===== config.mk =====
export PLATFORM = sky130hd
export DESIGN_NAME = rf_wb_arbiter_flat
export DESIGN_NICKNAME = d
export VERILOG_FILES = /design/src/rtl/rf_arb_pkg.sv /design/src/rtl/rf_wb_arbiter_if.sv /design/src/rtl/rf_scoreboard.sv /design/src/rtl/rf_wb_arbiter.sv /design/src/flat_wrapper.sv
export SDC_FILE = /design/constraint.sdc
export NUM_CORES = 1
export LEC_CHECK = 0
export BUFFER_PORTS_ARGS = -buffer_cell sky130_fd_sc_hd__buf_2
export CAP_MARGIN = 10
export CORE_MARGIN = 2
export CORE_UTILIZATION = 41
export DETAILED_ROUTE_END_ITERATION = 12
export HOLD_SLACK_MARGIN = 0.05
export PLACE_DENSITY = 0.82
export SLEW_MARGIN = 30
export SYNTH_ARGS = -nofsm -noshare
export SYNTH_HDL_FRONTEND = slang
export SYNTH_HIERARCHICAL = 1
export SYNTH_SLANG_ARGS = --single-unit
export TNS_END_PERCENT = 1

===== constraint.sdc =====
create_clock -name clk -period 2.8 [get_ports clk]
set_input_delay 0.56 -clock clk [delete_from_list [all_inputs] [get_ports clk]]
set_output_delay 0.56 -clock clk [all_outputs]
set_load 0.03 [all_outputs]

===== src/rtl/rf_arb_pkg.sv =====
// Shared types and constants for the register-file write-port arbiter.
// The requester enum doubles as the encoding of the round-robin pointer.
package rf_arb_pkg;

  typedef enum logic {
    REQ_WB  = 1'b0,
    REQ_MDU = 1'b1
  } req_e;

  localparam int         NUM_REGS = 32;
  localparam logic [4:0] ZERO_REG = 5'd0;

endpackage


===== src/rtl/rf_wb_arbiter_if.sv =====
// Valid/ready write-request bundle for the two register-file writers (WB and MDU).
// The master drives requests and the arbiter (slave) answers with ready.
interface rf_wb_arbiter_if #(
  parameter int REG_WIDTH = 32
);

  logic                 wb_valid;
  logic                 wb_ready;
  logic [4:0]           wb_rd;
  logic [REG_WIDTH-1:0] wb_data;

  logic                 mdu_valid;
  logic                 mdu_ready;
  logic [4:0]           mdu_rd;
  logic [REG_WIDTH-1:0] mdu_data;

  modport master (
    output wb_valid, wb_rd, wb_data,
    output mdu_valid, mdu_rd, mdu_data,
    input  wb_ready, mdu_ready
  );

  modport slave (
    input  wb_valid, wb_rd, wb_data,
    input  mdu_valid, mdu_rd, mdu_data,
    output wb_ready, mdu_ready
  );

endinterface


===== src/rtl/rf_scoreboard.sv =====
// Busy flags for registers still waiting on an MDU result, plus the hazard query.
// A set and a clear of the same register in one cycle leaves it busy.
module rf_scoreboard
  import rf_arb_pkg::*;
(
  input  logic                clk,
  input  logic                reset,
  input  logic                set_en,
  input  logic [4:0]          set_rd,
  input  logic                clr_en,
  input  logic [4:0]          clr_rd,
  input  logic [4:0]          rs1,
  input  logic [4:0]          rs2,
  output logic [NUM_REGS-1:0] busy_vec,
  output logic                rs1_busy,
  output logic                rs2_busy
);

  logic [NUM_REGS-1:0] busy_q;
  logic [NUM_REGS-1:0] set_mask;
  logic [NUM_REGS-1:0] clr_mask;

  // x0 is never marked, so bit 0 stays clear without extra masking.
  always_comb begin
    set_mask = '0;
    clr_mask = '0;
    if (set_en && set_rd != ZERO_REG) set_mask[set_rd] = 1'b1;
    if (clr_en) clr_mask[clr_rd] = 1'b1;
  end

  always_ff @(posedge clk or posedge reset) begin
    if (reset) busy_q <= '0;
    else       busy_q <= (busy_q & ~clr_mask) | set_mask;
  end

  assign busy_vec = busy_q;

  // The result being written this cycle is forwarded by the register file.
  assign rs1_busy = busy_q[rs1] && (rs1 != ZERO_REG) && !(clr_en && clr_rd == rs1);
  assign rs2_busy = busy_q[rs2] && (rs2 != ZERO_REG) && !(clr_en && clr_rd == rs2);

endmodule


===== src/rtl/rf_wb_arbiter.sv =====
// Round-robin arbiter sharing the register-file write port between WB and the MDU.
// Define RF_ARB_STATS_EN to build the saturating conflict/stall counters.
module rf_wb_arbiter
  import rf_arb_pkg::*;
#(
  parameter int REG_WIDTH = 32,
  parameter int CNT_WIDTH = 32
) (
  input  logic                 clk,
  input  logic                 reset,
  rf_wb_arbiter_if.slave       req,
  input  logic                 mdu_issue,
  input  logic [4:0]           mdu_issue_rd,
  input  logic [4:0]           rs1,
  input  logic [4:0]           rs2,
  output logic                 rs1_busy,
  output logic                 rs2_busy,
  output logic                 rf_we,
  output logic [4:0]           rf_rd,
  output logic [REG_WIDTH-1:0] rf_din,
  output logic [NUM_REGS-1:0]  busy_vec,
  output logic [CNT_WIDTH-1:0] conflict_cnt,
  output logic [CNT_WIDTH-1:0] stall_cnt
);

  req_e last_grant;
  logic wb_real;
  logic mdu_real;
  logic grant_wb;
  logic grant_mdu;

  assign wb_real  = req.wb_valid  && (req.wb_rd  != ZERO_REG);
  assign mdu_real = req.mdu_valid && (req.mdu_rd != ZERO_REG);

  // Ready ignores the writer's own valid; x0 writes are always accepted and dropped.
  assign req.wb_ready  = !reset && ((req.wb_rd == ZERO_REG) || !mdu_real || (last_grant == REQ_MDU));
  assign req.mdu_ready = !reset && ((req.mdu_rd == ZERO_REG) || !wb_real || (last_grant == REQ_WB));

  assign grant_wb  = wb_real  && req.wb_ready;
  assign grant_mdu = mdu_real && req.mdu_ready;

  always_comb begin
    rf_we  = grant_wb || grant_mdu;
    rf_rd  = ZERO_REG;
    rf_din = '0;
    if (grant_mdu) begin
      rf_rd  = req.mdu_rd;
      rf_din = req.mdu_data;
    end else if (grant_wb) begin
      rf_rd  = req.wb_rd;
      rf_din = req.wb_data;
    end
  end

  always_ff @(posedge clk or posedge reset) begin
    if (reset)          last_grant <= REQ_MDU;
    else if (grant_wb)  last_grant <= REQ_WB;
    else if (grant_mdu) last_grant <= REQ_MDU;
  end

  rf_scoreboard u_scoreboard (
    .clk      (clk),
    .reset    (reset),
    .set_en   (mdu_issue),
    .set_rd   (mdu_issue_rd),
    .clr_en   (grant_mdu),
    .clr_rd   (req.mdu_rd),
    .rs1      (rs1),
    .rs2      (rs2),
    .busy_vec (busy_vec),
    .rs1_busy (rs1_busy),
    .rs2_busy (rs2_busy)
  );

`ifdef RF_ARB_STATS_EN
  logic                 conflict;
  logic                 stall;
  logic [CNT_WIDTH-1:0] conflict_q;
  logic [CNT_WIDTH-1:0] stall_q;

  assign conflict = wb_real && mdu_real;
  assign stall    = (wb_real && !req.wb_ready) || (mdu_real && !req.mdu_ready);

  // Both counters stick at all-ones rather than wrapping.
  always_ff @(posedge clk or posedge reset) begin
    if (reset) begin
      conflict_q <= '0;
      stall_q    <= '0;
    end else begin
      if (conflict && conflict_q != '1) conflict_q <= conflict_q + CNT_WIDTH'(1);
      if (stall && stall_q != '1)       stall_q    <= stall_q + CNT_WIDTH'(1);
    end
  end

  assign conflict_cnt = conflict_q;
  assign stall_cnt    = stall_q;
`else
  assign conflict_cnt = '0;
  assign stall_cnt    = '0;
`endif

endmodule

===== src/flat_wrapper.sv =====
// flat-port wrapper written by rule: the top's interface ports become plain ports
module rf_wb_arbiter_flat import rf_arb_pkg::*;
#(
  parameter int REG_WIDTH = 32,
  parameter int CNT_WIDTH = 32
)
  (clk, reset, mdu_issue, mdu_issue_rd, rs1, rs2, rs1_busy, rs2_busy, rf_we, rf_rd, rf_din, busy_vec, conflict_cnt, stall_cnt, req_wb_valid, req_wb_rd, req_wb_data, req_mdu_valid, req_mdu_rd, req_mdu_data, req_wb_ready, req_mdu_ready);
  rf_wb_arbiter_if #(.REG_WIDTH(REG_WIDTH)) req_i ();
  input  logic clk;
  input  logic reset;
  input  logic mdu_issue;
  input  logic [4:0] mdu_issue_rd;
  input  logic [4:0] rs1;
  input  logic [4:0] rs2;
  output logic rs1_busy;
  output logic rs2_busy;
  output logic rf_we;
  output logic [4:0] rf_rd;
  output logic [REG_WIDTH-1:0] rf_din;
  output logic [NUM_REGS-1:0] busy_vec;
  output logic [CNT_WIDTH-1:0] conflict_cnt;
  output logic [CNT_WIDTH-1:0] stall_cnt;
  input wire logic [$bits(req_i.wb_valid)-1:0] req_wb_valid;
  input wire logic [$bits(req_i.wb_rd)-1:0] req_wb_rd;
  input wire logic [$bits(req_i.wb_data)-1:0] req_wb_data;
  input wire logic [$bits(req_i.mdu_valid)-1:0] req_mdu_valid;
  input wire logic [$bits(req_i.mdu_rd)-1:0] req_mdu_rd;
  input wire logic [$bits(req_i.mdu_data)-1:0] req_mdu_data;
  output wire logic [$bits(req_i.wb_ready)-1:0] req_wb_ready;
  output wire logic [$bits(req_i.mdu_ready)-1:0] req_mdu_ready;
  assign req_i.wb_valid = req_wb_valid;
  assign req_i.wb_rd = req_wb_rd;
  assign req_i.wb_data = req_wb_data;
  assign req_i.mdu_valid = req_mdu_valid;
  assign req_i.mdu_rd = req_mdu_rd;
  assign req_i.mdu_data = req_mdu_data;
  assign req_wb_ready = req_i.wb_ready;
  assign req_mdu_ready = req_i.mdu_ready;
  rf_wb_arbiter #(.REG_WIDTH(REG_WIDTH), .CNT_WIDTH(CNT_WIDTH)) u_core (.clk(clk), .reset(reset), .req(req_i), .mdu_issue(mdu_issue), .mdu_issue_rd(mdu_issue_rd), .rs1(rs1), .rs2(rs2), .rs1_busy(rs1_busy), .rs2_busy(rs2_busy), .rf_we(rf_we), .rf_rd(rf_rd), .rf_din(rf_din), .busy_vec(busy_vec), .conflict_cnt(conflict_cnt), .stall_cnt(stall_cnt));
endmodule

==> run_results.csv, run 1 <==
group,metric,value,unit
critical_path,arrival,2.20,ns
worst_hold_path,min-delay-path-class,"in2async",
sta,setup_violations,0,
pwr,finalPower,2.34,mW
global_routing,grt_pass1_vias,3065,
sta,fin_hold_ws,0.396,ns
yosys,yosysWarnings,6,
global_routing,grt_max_degree,33,
critical_path,critPathTopFamily,"multiplexers",
layout,nFillCells,673,
clock_network,cts_root_buf,"clkbuf_8",
sta,min_period,2.76,ns
critical_path,startpoint,"rs2[2]",
clock_network,clk_latency,0.29,ns
layout,layout_common_cells,"165 x buf_2, 64 x conb_1, 46 x o21ai_0",
clock_network,cts_buffers,5,
detailed_routing,first_pass_iters,5,
yosys,syn-mean-instance-area,9.50,sq um
pwr,p_leak,1.97,nW
placement,dp_slack,0.0217,ns
critical_path,path_cells,"buf_2, mux2_2, mux4_2, o221ai_1, o32ai_2, buf_4",
die,dieArea,8190,sq um
critical_path,worst-path-max-fanout,9,
die,ioPinCount,232,
sta,worst_clock_skew,0.00400,ns
placement,post-place-cells,583,
yosys,synth_cell_type_count,44,
clock_network,tritoncts,"yes",
sta,maxSlewHeadroom,55.7,%
yosys,synth_cells,323,
placement,gp_congestion,1.03,
layout,fin_area,3970,sq um
global_routing,grt_overflow,0,
global_routing,antenna_found_initial,2,
yosys,ys_ff_latch,33,
global_routing,grt_usage,28.2,%
critical_path,critical_path_required,2.24,ns
yosys,netlist_area,3070,sq um
placement,hpwlAfterDp,9.71,mm
layout,nets,587,
sta,setup_ws,0.0372,ns
clock_network,clk_pin_slew,0.07,ns
pwr,max-vdd-ir-drop,0.378,mV
pwr,p_per_area,591,nW/um^2
sta,fmax,362,MHz
die,die_w,90.5,um
sta,tightest_slew,0.663,ns
die,die_h,90.5,um
critical_path,critical_path.startpoint_type,"primary input",
job,cap_violations,0,
clock_network,htree_num_levels,2,
critical_path,cp_num_buf_inv,2,
sta,hold_viol,0,
detailed_routing,num_vias,3297,
yosys,synth_ff_type,"dfrtp_1",
detailed_routing,drt_iter0_markers,316,
critical_path,cpPeakStageDelay,0.47,ns
critical_path,crit_slowest_cell,"mux4_2",
placement,port_buffers,167,
clock_network,cts.sinks,33,
yosys,synth-async-reset-ratio,100,%
detailed_routing,ant_nets,0,
detailed_routing,drt-total-wl,12.0,mm
layout,drive_gt1_share,44.5,%
global_routing,grt_pass1_wl,17.9,mm
layout,final_common_cell,"buf_2",
die,start_util,42.3,%
layout,final_cells,594,
critical_path,cp-end-kind,"output port",
run_status,outcome,"complete, no violations",
die,rows,31,
critical_path,r2r-start,"u_core/last_grant$_DFFE_PP1P_",
clock_network,clk_path_buf_depth,2,
layout,area_delta_synth_final,29.3,%
yosys,synth-edff-count,0,
clock_network,hold_buffers,0,
detailed_routing,drcViolationCount,0,
sta,final_max_slew_viol_count,0,
placement,place_area,3790,sq um
critical_path,crit_type,"in2out",
yosys,ys_seq_area_share,27.0,%
die,design.core.area,7250,sq um
sta,fin_setup_tns,0,ns
layout,fin_util,54.7,%
detailed_routing,viasPerCell,5.55,
detailed_routing,drt-wirelength-per-cell,20.2,um
sta,period_share,98.7,%
what timing repair did:
| action | CTS | global route |
|---|---|---|
| setup endpoints to repair | 0 | 12 |
| hold endpoints to repair | 0 | 0 |
| buffers inserted | 0 | 2 |
| gates resized for setup | 0 | 8 |
layout make-up:
cell class                      instances  area (sq um)  area share (%)
Clock inverter                          1          5.00           0.126
Sequential cell                        33           827            20.8
Clock buffer                            7          96.3            2.43
Multi-Input combinational cell        266          1910            48.1
Timing Repair Buffer                  182           986            24.9
Antenna cell                            1          2.50          0.0631
Inverter                                5          18.8           0.473
Tap cell                               99           124            3.12
synth_stat cells, types with 2 or more instances:
| cell | number | area share, % |
|---|---|---|
| o32ai_1 | 4 | 1.1 |
| nand2_1 | 10 | 1.2 |
| clkbuf_1 | 7 | 0.86 |
| a21oi_1 | 4 | 0.65 |
| o21ai_0 | 46 | 7.5 |
| mux2i_1 | 2 | 0.65 |
| nor2_2 | 2 | 0.41 |
| inv_1 | 5 | 0.61 |
| mux2_2 | 4 | 1.5 |
| mux2_4 | 3 | 1.5 |
| nor2_1 | 5 | 0.61 |
| dfrtp_1 | 32 | 26 |
| nand4_1 | 2 | 0.41 |
| a22o_1 | 34 | 9.7 |
| mux4_1 | 4 | 3.4 |
| nor2b_1 | 3 | 0.61 |
| nor3_4 | 2 | 1.1 |
| or3b_1 | 4 | 1.1 |
| or3_1 | 2 | 0.41 |
| buf_6 | 5 | 1.8 |
| a211oi_1 | 7 | 1.7 |
| a22o_2 | 3 | 0.98 |
| o21ai_1 | 16 | 2.6 |
| mux4_2 | 8 | 5.9 |
| o21bai_1 | 2 | 0.49 |
| o221ai_1 | 2 | 0.57 |
| a31oi_1 | 2 | 0.41 |
| xnor2_1 | 8 | 2.3 |
| nand3b_1 | 10 | 2.4 |
| buf_4 | 65 | 16 |
| buf_2 | 4 | 0.65 |
| nand3_1 | 4 | 0.65 |
power by group:
| group | internal [mW] | switching [mW] | leakage, nW | total [mW] |
|---|---|---|---|---|
| clock | 0.222 | 0.170 | 0.0542 | 0.392 |
| combinational | 0.419 | 0.809 | 1.53 | 1.23 |
| sequential | 0.595 | 0.128 | 0.388 | 0.724 |
| total | 1.24 | 1.11 | 1.97 | 2.34 |
cells by family after synthesis:
family	Yosys count	share of synthesized area [%]
AND/OR/NAND/NOR	48	9.91
buffers and inverters	87	20.0
multiplexers	22	13.3
XOR/XNOR	8	2.28
other	1	0.122
flip-flops	33	27.0
AO/OA/AOI/OAI	124	27.4
final timing paths:
path / to / slack (ns) / cells past startpoint
max: rs2_busy / 0.04 / 6
min: u_core/last_grant$_DFFE_PP1P_ / 0.40 / 2
max reg2reg: u_core/u_scoreboard/busy_vec[20]$_DFF_PP0_ / 0.86 / 7
min reg2reg: u_core/u_scoreboard/busy_vec[0]$_DFF_PP0_ / 0.51 / 1
max in group asynchronous: u_core/u_scoreboard/busy_vec[18]$_DFF_PP0_ / 2.05 / 3
min in group clk: u_core/u_scoreboard/busy_vec[0]$_DFF_PP0_ / 0.51 / 1
registers in the layout, summed over array words and instances (netlist names):
register                      flops
u_core/u_scoreboard/busy_vec     32
u_core/last_grant                 1
layer usage:
layer | GRT usage, % | wire length [um] | vias to the layer above
met5 | 0 | 13 | -
met4 | 6.03 | 180 | 2
li1 | - | - | 1436
met2 | 49.5 | 6170 | 238
met1 | 35.5 | 4460 | 1603
met3 | 6.26 | 1190 | 18
(Power assumes the default switching activity.)
==> run 2: changes to the inputs <==
- CORE_UTILIZATION: 41 -> 37
- PLACE_DENSITY: 0.82 -> 0.78
- clock period: 2.8 -> 2.3 ns (I/O delays scaled with it)
==> run 2 against run 1 <==
Compared with the run above: the flow now finishes with violations (setup timing); utilization fell by 0.42 points; power rose by 26%; final area rose by 11%; critical endpoint is now rf_rd[1].
==> run_results.csv, run 2 (synthesis results as in run 1) <==
group,metric,value,unit
sta,rsz0062_at_grt,"true",
job,cap_violations,0,
pwr,p_seq_share,30.0,%
critical_path,critical_path.most_common_cell,"buf_4",
pwr,p_comb_share,55.9,%
clock_network,cts_root_buf,"clkbuf_8",
pwr,internal_power,1.56,mW
clock_network,tritoncts,"yes",
pwr,power_switching,1.39,mW
clock_network,cts.sinks,33,
critical_path,critPathTopFamily,"buffers and inverters",
layout,layout_common_cells,"132 x buf_2, 64 x conb_1, 46 x o21ai_0",
layout,area_delta_synth_final,43.9,%
sta,period_share,106,%
sta,fmax,411,MHz
die,dieArea,9040,sq um
clock_network,clk_pin_slew,0.06,ns
detailed_routing,num_vias,3295,
clock_network,cts_buffers,5,
critical_path,critical_path_required,1.84,ns
sta,final_max_slew_viol_count,0,
die,design.core.area,8130,sq um
critical_path,worst-path-max-fanout,5,
pwr,pwr-share-clk,14.1,%
sta,setup_violations,32,
sta,maxSlewHeadroom,61.7,%
sta,setup_ws,-0.135,ns
detailed_routing,drcViolationCount,0,
layout,fin_util,54.3,%
layout,largest_register_ffs,32,
sta,min_period,2.43,ns
placement,gp_congestion,0.874,
layout,drive_gt1_share,49.2,%
placement,dp_slack,-0.304,ns
global_routing,antenna_found_initial,0,
detailed_routing,drt-total-wl,12.3,mm
critical_path,cp_num_buf_inv,5,
run_status,failed_checks,"setup timing",
layout,final_cells,615,
layout,fin_area,4420,sq um
detailed_routing,first_pass_iters,7,
run_status,outcome,"complete, but fails checks",
sta,fin_hold_ws,0.252,ns
sta,worst_clock_skew,0.00307,ns
die,ioPinCount,232,
pwr,switching_share,47.1,%
layout,final_common_cell,"buf_2",
global_routing,grt_pass1_vias,2982,
global_routing,grt_pass1_wl,16.9,mm
die,rows,33,
critical_path,crit_slowest_cell,"dfstp_2",
placement,hpwlAfterDp,9.60,mm
layout,antenna_cells,0,
detailed_routing,viasPerCell,5.36,
placement,port_buffers,167,
critical_path,cpPeakStageDelay,0.56,ns
die,start_util,37.7,%
detailed_routing,ant_nets,0,
pwr,p_per_area,667,nW/um^2
detailed_routing,drt_iter0_markers,191,
clock_network,clk_latency,0.29,ns
clock_network,htree_num_levels,2,
sta,tightest_slew,0.573,ns
placement,place_area,3890,sq um
global_routing,grt_usage,25.6,%
placement,post-place-cells,599,
layout,nets,603,
global_routing,grt_max_degree,33,
global_routing,grt_overflow,0,
pwr,finalPower,2.94,mW
detailed_routing,drt-wirelength-per-cell,19.9,um
sta,hold_viol,0,
clock_network,clk_path_buf_depth,2,
critical_path,crit_type,"reg2out",
sta,fin_setup_tns,-1.96,ns
worst_hold_path,min-delay-path-class,"in2async",
critical_path,cp-end-kind,"output port",
pwr,p_leak,2.14,nW
die,die_w,95.1,um
critical_path,path_cells,"nand2_2, a21oi_4, buf_4, buf_4, buf_4, nor3_1, buf_4, a22o_2, buf_2",
die,die_h,95.1,um
critical_path,critical_path.startpoint_type,"flip-flop",
pwr,max-vdd-ir-drop,0.445,mV
critical_path,arrival,1.97,ns
[run 2: cell types whose count changed in the layout (fill, tap and decap cells not counted), moves of 3 or more]
cell / before / now
buf_2: 165 / 132
buf_6: 2 / 34
buf_4: 13 / 27
a22o_1: 32 / 22
a22o_4: 2 / 12
clkbuf_1: 0 / 3
clkbuf_4: 0 / 3
[run 2: final cells by class]
class	instances	area [sq um]
well taps	105	131
fillers	741	3720
repair buffers	198	1310
clock buffers	8	80.1
flip-flops and latches	33	827
multi-input cells	266	2050
inverters	5	18.8
[run 2: path summary, 6_finish.rpt]
check	depth (start not counted)	slack [ns]	endpoint	startpoint
max	9	-0.13	rf_rd[1]	u_core/last_grant$_DFFE_PP1P_
min	2	0.25	u_core/last_grant$_DFFE_PP1P_	reset
max reg2reg	10	0.26	u_core/u_scoreboard/busy_vec[12]$_DFF_PP0_	u_core/last_grant$_DFFE_PP1P_
min reg2reg	1	0.50	u_core/u_scoreboard/busy_vec[0]$_DFF_PP0_	u_core/u_scoreboard/busy_vec[0]$_DFF_PP0_
max in group asynchronous	3	1.67	u_core/u_scoreboard/busy_vec[13]$_DFF_PP0_	reset
min in group clk	3	0.48	u_core/last_grant$_DFFE_PP1P_	req_mdu_valid
[run 2: routing by layer]
metal  GRT usage [%]  vias to the layer above  part of all wire [%]
met3            5.22                       14                   7.8
met1            31.1                     1636                    38
met4            7.73                        0                   1.5
met5               0                        -                     0
li1                -                     1472                     -
met2            45.4                      173                    53
[run 2: timing repair]
action | 4_1_cts | 5_1_grt
cloned | 2 | 0
gates resized for setup | 62 | 40
pin swaps | 17 | 9
setup buffers | 5 | 2
setup endpoints to repair | 39 | 57
hold buffers | 0 | 0
[run 2: power groups by stage]
stage / logic [mW] / registers [mW] / clock network, mW
after CTS: 1.58 / 0.876 / 0.423
after floorplan: 0.826 / 1.12 / 0
final: 1.65 / 0.882 / 0.416
after global placement: 1.46 / 0.880 / 0
after detailed placement: 1.48 / 0.888 / 0
after global routing: 1.73 / 0.904 / 0.446
[run 2: worst register-to-register path, cell delays in order, from the launching register on]
cell and delay [ns]:
dfstp_2 0.39, nand2_2 0.08, a21oi_4 0.05, a2111oi_4 0.20, buf_6 0.18, buf_6 0.12, buf_4 0.10, buf_4 0.11
or3b_4 0.44, o21ai_1 0.17, o21ai_1 0.09
